--- src/rtl/dataflow_fifo_pkg.sv ---
// ---------------------------------------------------------------------------
// dataflow_fifo_pkg
// Shared definitions for the dataflow start/stream FIFOs:
//   - read-pointer empty encoding (all-ones, i.e. -1)
//   - flag values taken on reset
//   - per-cycle operation encoding {push, pop}
//   - clog2 helper used by elaboration-time parameter checks
// ---------------------------------------------------------------------------
package dataflow_fifo_pkg;

    // Empty read pointer is -1; cast to the pointer width at the use site.
    localparam int PTR_EMPTY_VAL = -1;

    // Flag values while reset is asserted.
    localparam logic FULL_N_RST  = 1'b1;
    localparam logic EMPTY_N_RST = 1'b0;

    // One-cycle operation, encoded as {push, pop}.
    typedef enum logic [1:0] {
        OP_IDLE = 2'b00,
        OP_POP  = 2'b01,
        OP_PUSH = 2'b10,
        OP_BOTH = 2'b11
    } fifo_op_e;

    // Smallest w with 2**w >= n (returns 0 for n <= 1).
    function automatic int clog2(input int n);
        int w;
        w = 0;
        while ((1 << w) < n) begin
            w = w + 1;
        end
        return w;
    endfunction

endpackage : dataflow_fifo_pkg

--- src/rtl/dataflow_start_srl_store.sv ---
// ---------------------------------------------------------------------------
// dataflow_start_srl_store
// DATA_WIDTH x DEPTH shift-register array. On we, every entry moves up one
// slot and din enters slot 0. dout is a combinational read of slot addr.
// Ports:
//   clk   in   clock
//   we    in   shift enable
//   addr  in   read address (ADDR_WIDTH bits)
//   din   in   data entering slot 0
//   dout  out  contents of slot addr ('0 when addr is beyond DEPTH-1)
// ---------------------------------------------------------------------------
module dataflow_start_srl_store #(
    parameter int DATA_WIDTH = 1,
    parameter int ADDR_WIDTH = 1,
    parameter int DEPTH      = 2
) (
    input  logic                  clk,
    input  logic                  we,
    input  logic [ADDR_WIDTH-1:0] addr,
    input  logic [DATA_WIDTH-1:0] din,
    output logic [DATA_WIDTH-1:0] dout
);

    logic [DATA_WIDTH-1:0] mem [DEPTH];

    // NOTE: the array has no reset so it can map onto shift-register
    // primitives; which entries are meaningful is decided by the read pointer.
    always_ff @(posedge clk) begin
        if (we) begin
            for (int i = DEPTH - 1; i > 0; i--) begin
                mem[i] <= mem[i-1];
            end
            mem[0] <= din;
        end
    end

    // The empty pointer (all-ones) can address past DEPTH-1 when DEPTH is
    // not a power of two; return zero there instead of indexing off the end.
    always_comb begin
        // NOTE: default first so the guarded read cannot infer a latch.
        dout = '0;
        if (int'(addr) < DEPTH) begin
            dout = mem[addr];
        end
    end

endmodule : dataflow_start_srl_store

--- src/rtl/dataflow_start_srl_fifo.sv ---
// ---------------------------------------------------------------------------
// dataflow_start_srl_fifo
// First-word-fall-through FIFO on a shift-register store. New data enters
// slot 0 and ages upward; a read pointer tracks the oldest entry.
// Ports:
//   ap_clk       in   clock, rising edge
//   ap_rst_n     in   asynchronous active-low reset
//   if_write_ce  in   write clock-enable
//   if_write     in   write request
//   if_din       in   write data
//   if_full_n    out  registered, 1 = space available
//   if_read_ce   in   read clock-enable
//   if_read      in   read acknowledge of current if_dout
//   if_dout      out  oldest entry (valid when if_empty_n = 1)
//   if_empty_n   out  registered, 1 = data available
//   occupancy    out  registered entry count 0..DEPTH
// ---------------------------------------------------------------------------
module dataflow_start_srl_fifo
    import dataflow_fifo_pkg::*;
#(
    parameter int DATA_WIDTH = 1,
    parameter int ADDR_WIDTH = 1,
    parameter int DEPTH      = 2
) (
    input  logic                  ap_clk,
    input  logic                  ap_rst_n,
    input  logic                  if_write_ce,
    input  logic                  if_write,
    input  logic [DATA_WIDTH-1:0] if_din,
    output logic                  if_full_n,
    input  logic                  if_read_ce,
    input  logic                  if_read,
    output logic [DATA_WIDTH-1:0] if_dout,
    output logic                  if_empty_n,
    output logic [ADDR_WIDTH:0]   occupancy
);

    localparam int PW = ADDR_WIDTH + 1;

    // Pointer value that, on a push, makes the FIFO full. For DEPTH=1 this is
    // -1, identical to the empty encoding, so the first push fills it.
    localparam logic [ADDR_WIDTH:0] PTR_LAST_FREE = PW'(DEPTH - 2);
    localparam logic [ADDR_WIDTH:0] PTR_EMPTY     = PW'(PTR_EMPTY_VAL);

    if (ADDR_WIDTH < 1 || DEPTH < 1 || ADDR_WIDTH < clog2(DEPTH)) begin : g_bad_params
        $error("dataflow_start_srl_fifo: need DEPTH >= 1 and 2**ADDR_WIDTH >= DEPTH");
    end

    logic                push;
    logic                pop;
    fifo_op_e            op;
    logic [ADDR_WIDTH:0] ptr;

    // Qualifiers use only registered flags, so there is no combinational
    // path from if_read/if_write back to if_full_n/if_empty_n.
    assign push = if_write & if_write_ce & if_full_n;
    assign pop  = if_read  & if_read_ce  & if_empty_n;
    assign op   = fifo_op_e'({push, pop});

    // NOTE: non-blocking assignments so every register samples pre-edge values.
    always_ff @(posedge ap_clk or negedge ap_rst_n) begin
        if (!ap_rst_n) begin
            ptr        <= PTR_EMPTY;
            if_full_n  <= FULL_N_RST;
            if_empty_n <= EMPTY_N_RST;
            occupancy  <= '0;
        end else begin
            case (op)
                OP_PUSH: begin
                    ptr        <= ptr + PW'(1);
                    occupancy  <= occupancy + PW'(1);
                    if_empty_n <= 1'b1;
                    if (ptr == PTR_LAST_FREE) begin
                        if_full_n <= 1'b0;
                    end
                end
                OP_POP: begin
                    ptr       <= ptr - PW'(1);
                    occupancy <= occupancy - PW'(1);
                    if_full_n <= 1'b1;
                    if (ptr == '0) begin
                        if_empty_n <= 1'b0;
                    end
                end
                // Idle, or push+pop: count and flags hold; the store still
                // shifts on the push, which moves the oldest entry under ptr.
                default: ;
            endcase
        end
    end

    dataflow_start_srl_store #(
        .DATA_WIDTH (DATA_WIDTH),
        .ADDR_WIDTH (ADDR_WIDTH),
        .DEPTH      (DEPTH)
    ) u_store (
        .clk  (ap_clk),
        .we   (push),
        .addr (ptr[ADDR_WIDTH-1:0]),
        .din  (if_din),
        .dout (if_dout)
    );

endmodule : dataflow_start_srl_fifo

--- config.mk ---
export PLATFORM = sky130hd
export DESIGN_NAME = dataflow_start_srl_fifo
export DESIGN_NICKNAME = d
export VERILOG_FILES = /design/src/rtl/dataflow_fifo_pkg.sv /design/src/rtl/dataflow_start_srl_store.sv /design/src/rtl/dataflow_start_srl_fifo.sv
export SDC_FILE = /design/constraint.sdc
export NUM_CORES = 1
export LEC_CHECK = 0
export BUFFER_PORTS_ARGS = -buffer_cell sky130_fd_sc_hd__buf_4
export CAP_MARGIN = 40
export CORE_AREA = 5 5 42 44
export CTS_CLUSTER_DIAMETER = 50
export CTS_CLUSTER_SIZE = 25
export DETAILED_ROUTE_END_ITERATION = 10
export DIE_AREA = 0 0 47 49
export GPL_ROUTABILITY_DRIVEN = 0
export PLACE_DENSITY = 0.58
export SETUP_SLACK_MARGIN = 0.05
export SLEW_MARGIN = 0
export SYNTH_ARGS = -nofsm -noshare
export SYNTH_HDL_FRONTEND = slang
export SYNTH_SLANG_ARGS = --single-unit
--- constraint.sdc ---
create_clock -name ap_clk -period 1.74 [get_ports ap_clk]
set_clock_uncertainty 0.1 [all_clocks]
set_input_delay 0.174 -clock ap_clk [delete_from_list [all_inputs] [get_ports ap_clk]]
set_output_delay 0.174 -clock ap_clk [all_outputs]
set_load 0.01 [all_outputs]
; ---- Yosys cells after proc, flatten, opt, wreduce, memory -nomap -nowiden
; Memory sizes are Yosys's and may differ from the RTL's.
; Cells that the tools add are included.
[totals]
register_bits = 6
mem_count = 1
output_inout_bits = 5
ramBits = 2
wordCells = 28
[mem_list]
columns = name, depth, width, rd, rd_clocked_by_memory_dff, write_ports, line
row1 = u_store.mem, 2, 1, 2, 0, 2, dataflow_start_srl_store.sv:24  ; logic [DATA_WIDTH-1:0] mem [DEPTH];
[classes]
eq_ne = 4
bitwise_logic = 4
n_addsub = 4
reduce_logical = 4
muxes = 7
[op_table]
columns = cell, count
row1 = $pmux 2 s2, 2
row2 = $add 2x1->2 const B, 2
row3 = $and 1x1->1, 4
row4 = $ne 2x2->1 const B, 2
row5 = $pmux 1 s2, 2
row6 = $reduce_and 2->1, 2
row7 = $sub 2x1->2 const B, 2
row8 = $mux 1, 3
row9 = $eq 2x1->1 const B, 1
row10 = $eq 2x2->1 const B, 1
row11 = $logic_not 2->1, 1
row12 = $reduce_bool 2->1, 1

; ---- Depth between registers and ports, before layout
[logic_depth]
word_depth = 5
depth_mapped = 6

; ---- Modules after synthesis
; A second synthesis with hierarchy kept.
[hier_totals]
cells_unflattened = 32
hier_area_um2 = 387.9
[by_module_without_submodules]
columns = mod, cells_each, n_inst, area_per_inst_um2
row1 = dataflow_start_srl_fifo, 29, 1, 312.8
row2 = dataflow_start_srl_store, 3, 1, 75.1

; ---- Least setup slack after synthesis
; Ideal clock, no wire load.
[synth_path]
path_type = flip-flop to flip-flop
start = reg if_full_n
end = reg occupancy[1]
slack_ns = 0.258
synth_period_minus_slack_ns = 1.482
t_arrival_ns = 1.256
required_time_ns = 1.515
path_buffers = 0
stages_incl_launch_ff = 6
cell_sequence = dfstp_2 nand3_1 ha_1 xnor2_1 nor2_1 xor2_1
[synth_between]
elab_chain_cells = 3
elab_cells_between_ends = 5
cone_classes = eq/ne: 2 / mux: 1 / bitwise: 1 / reduce/logical: 1
[synth_rtl]
columns = item, line
row1 = "start, declared", dataflow_start_srl_fifo.sv:30  ; output logic if_full_n,
row2 = "start signal, assigned", dataflow_start_srl_fifo.sv:64  ; if_full_n <= FULL_N_RST;
row3 = "start signal, assigned", dataflow_start_srl_fifo.sv:74  ; if_full_n <= 1'b0;
row4 = "start signal, assigned", dataflow_start_srl_fifo.sv:80  ; if_full_n <= 1'b1;
row5 = $and 1x1->1 (*), dataflow_start_srl_fifo.sv:56  ; assign push = if_write & if_write_ce & if_full_n;
row6 = $eq 2x1->1 / $eq 2x2->1 (equally long branches), dataflow_start_srl_fifo.sv:68  ; case (op)
row7 = $pmux 2 s2 / $reduce_bool 2->1 (equally long branches), --
row8 = "end signal, assigned", dataflow_start_srl_fifo.sv:71  ; occupancy <= occupancy + PW'(1);
row9 = "end signal, assigned", dataflow_start_srl_fifo.sv:79  ; occupancy <= occupancy - PW'(1);
row10 = "end, declared", dataflow_start_srl_fifo.sv:35  ; output logic [ADDR_WIDTH:0] occupancy
; Mark *: on every way between the ends. The rest lies on a longest branch, timed or not.
; A chain may end at the register's enable or synchronous reset.

; ---- Worst setup path in the final report
[layout_path]
start = reg if_full_n
end = reg if_empty_n
[layout_between]
elab_chain_cells = 4
elab_cells_between_ends = 7
cone_classes = eq/ne: 3 / mux: 1 / bitwise: 1 / reduce/logical: 2
[layout_rtl]
columns = item, line
row1 = $and 1x1->1 (*), dataflow_start_srl_fifo.sv:56
row2 = net push, dataflow_start_srl_fifo.sv:49  ; logic push;
row3 = $eq 2x1->1 / $eq 2x2->1 (equally long branches), dataflow_start_srl_fifo.sv:68
row4 = $ne 2x2->1 (no line) / $reduce_bool 2->1 (equally long branches), --
row5 = $reduce_and 2->1 (no line), --
row6 = "end signal, assigned", dataflow_start_srl_fifo.sv:65  ; if_empty_n <= EMPTY_N_RST;
row7 = "end signal, assigned", dataflow_start_srl_fifo.sv:72  ; if_empty_n <= 1'b1;
row8 = "end signal, assigned", dataflow_start_srl_fifo.sv:82  ; if_empty_n <= 1'b0;
row9 = "end, declared", dataflow_start_srl_fifo.sv:34  ; output logic if_empty_n,
; The timed path passes the listed nets; every way through them passes the cells marked *.

==> results.yml <==
final_layout:
  nets: 60
  antenna_cells: 0
  fillers: 152
  syn2layout_area_growth_pct: 39.4
  instances_no_fill: 65
  drive_gt1_share_pct: 38.8
  regArea_um2: 214
  multi_input_area_um2: 161
cts:
  clkSinkCount: 8
  insertion_delay_ns: 0.26
  cts_buffer_depth: 2
  root_buffer: "clkbuf_4"
  cts_tree: "yes"
  cts-htree-levels: 1
  numCtsBuffers: 3
  cts.clk_slew.worst_paths_ns: 0.06
setup_path:
  crit_required_ns: 1.77
  critPathBufInv: 1
  crit_path_top_delay_cell: "dfstp_2"
  start_kind: "flop"
  cp_max_fo: 3
  path_cells: "nand3_1 -> inv_1 -> ha_1 -> nor2b_1 -> a21oi_1 -> mux2i_1"
  critical_path.max_stage_delay_ns: 0.54
  critical_path_class: "reg2reg"
  crit_family: "flip-flops"
  worstPathArrival_ns: 1.63
  regToRegSetupSlack_ns: 0.14
  crit_path_end_kind: "flop"
timing:
  hold_viol: 0
  finalCriticalPeriod_ns: 1.60
  worst_pin_slew_ns: 0.178
  slew_violations: 0
  rsz0062_at_grt: "false"
  setup_tns_ns: 0
  report.final.setup_viol: 0
  max_freq_mhz: 625
  post-route-period-util_pct: 91.9
  relSlewSlack_pct: 88.1
floorplanning:
  initial_core_util_pct: 27.4
  pin_count: 12
  core_area_mm2: 0.00140
  chipWidth_um: 47
  die_h_um: 49
  dieArea_mm2: 0.00230
  fp-row-count: 14
drt:
  via_per_inst: 4.35
  via_count: 283
  drt-initial-drc-count: 0
  first_pass_iters: 1
  wl_per_cell_um: 11.4
  drc: 0
  drt_wl_total_um: 739
  ant_nets: 0
global_routing:
  antenna_found_initial: 0
  first_global_vias: 298
  grt_pass1_wl_mm: 1.28
  gr-total-overflow: 0
  grt_max_degree: 7
  grtUsageTotal_pct: 8.31
outcome:
  status: "completed"
synth:
  synthesis.nets: 42
  synth_area_leaders: "dfstp_2, dfrtp_1, edfxtp_1, ha_1, xnor2_1"
  synth_area_um2: 384
  yosysSeqAreaShare_pct: 55.7
  yosysWarnings: 0
  synthCells: 32
  synth_top_cell_by_area: "dfstp_2"
  synth_top_area_share_pct: 20.5
  postSynthAreaPerCell_um2: 12.0
  synth-seq-cells: 8
  yosysUniqueCellTypes: 14
pwr:
  peakVddDrop_mv: 0.668
  power.density_mw_per_mm2: 1490
  leakage_nw: 0.252
job:
  maxCapViolCount: 0
hold_path:
  hp-class: "in2async"
placement:
  dp_hpwl_um: 559
  dp_cells: 59
  portBuffers: 11
-- sequential cells by signal, indices dropped and copies added (netlist names) --
register and cells:
if_full_n 1, ptr 2, u_store.mem 2, if_empty_n 1, occupancy 2
-- worst reg2reg max path, stage by stage (launching register included) --
cell and delay (ns):
dfstp_2 0.54, nand3_1 0.16, inv_1 0.15, ha_1 0.16
nor2b_1 0.16, a21oi_1 0.08, mux2i_1 0.12
-- worst paths after layout --
check | from | to | depth (start not counted)
max in group asynchronous | ap_rst_n | ptr[0] | 2
max | if_full_n | if_empty_n | 6
min reg2reg | u_store.mem[0] | u_store.mem[1] | 0
max reg2reg | if_full_n | if_empty_n | 6
min in group ap_clk | if_write_ce | u_store.mem[1] | 3
min | ap_rst_n | occupancy[1] | 2
-- layout make-up --
type / instances / area share (%)
flip-flops and latches: 8 / 40.0
multi-input cells: 21 / 30.1
repair buffers: 13 / 19.2
clock buffers: 4 / 4.91
well taps: 16 / 3.74
inverters: 3 / 2.10
-- cell families (layout without fill, tap and decap cells) --
family / after synthesis / after routing / synth area share [%]
muxes: 2 / 2 / 5.54
DFF: 8 / 8 / 55.7
and+or+nand+nor: 6 / 6 / 7.17
buffers and inverters: 3 / 20 / 2.93
xor gates and xnor gates: 6 / 6 / 13.7
adders and majority gates: 3 / 3 / 9.77
AOI/OAI and AO/OA: 4 / 4 / 5.21
-- synthesized netlist by cell type --
library cell,number
xnor2_1,4
a21oi_1,3
dfrtp_1,3
dfstp_2,3
ha_1,3
inv_1,3
nor2_1,3
edfxtp_1,2
nand3_1,2
xor2_1,2
mux2_2,1
mux2i_1,1
nor2b_1,1
o21ai_0,1
-- per-layer routing --
layer	track usage, %	wire (um)
met4	6.91	30
met2	10.2	350
met3	4.43	69
met5	0	0
met1	10.2	289
-- where the power goes --
group	internal [mW]	switching [mW]
logic	0.165	0.125
registers	0.291	0.0650
clock network	0.0878	0.0649
total	0.544	0.255
-- through the flow --
step | power, mW | hold slack [ns] | utilization (%) | setup slack (ns) | instance area (um^2)
after floorplan | 0.527 | -0.222 | - | 0.258 | 384
after global placement | 0.643 | -0.115 | 34.7 | 0.203 | 487
after detailed placement | 0.647 | -0.114 | 34.7 | 0.171 | 487
after CTS | 0.815 | 0.146 | 38.0 | 0.130 | 533
after global routing | 0.879 | 0.164 | 38.2 | 0.0498 | 536
final | 0.798 | 0.165 | 38.2 | 0.140 | 536
-- cell usage in the layout (no fill, tap or decap), types with 3 or more instances in the layout --
cell type | netlist | final
buf_4 | 0 | 11
xnor2_1 | 4 | 4
inv_1 | 3 | 3
nor2_1 | 3 | 3
a21oi_1 | 3 | 3
clkbuf_4 | 0 | 3
dfrtp_1 | 3 | 3
dfstp_2 | 3 | 3
-- what timing repair did --
action / CTS / global route
endpoints found under the setup margin: 0 / 1
endpoints found under the hold margin: 7 / 0
buffers inserted: 0 / 0
resized for setup: 0 / 1
hold buffers: 2 / 0
Note: power is estimated with default switching activity, not from simulation.
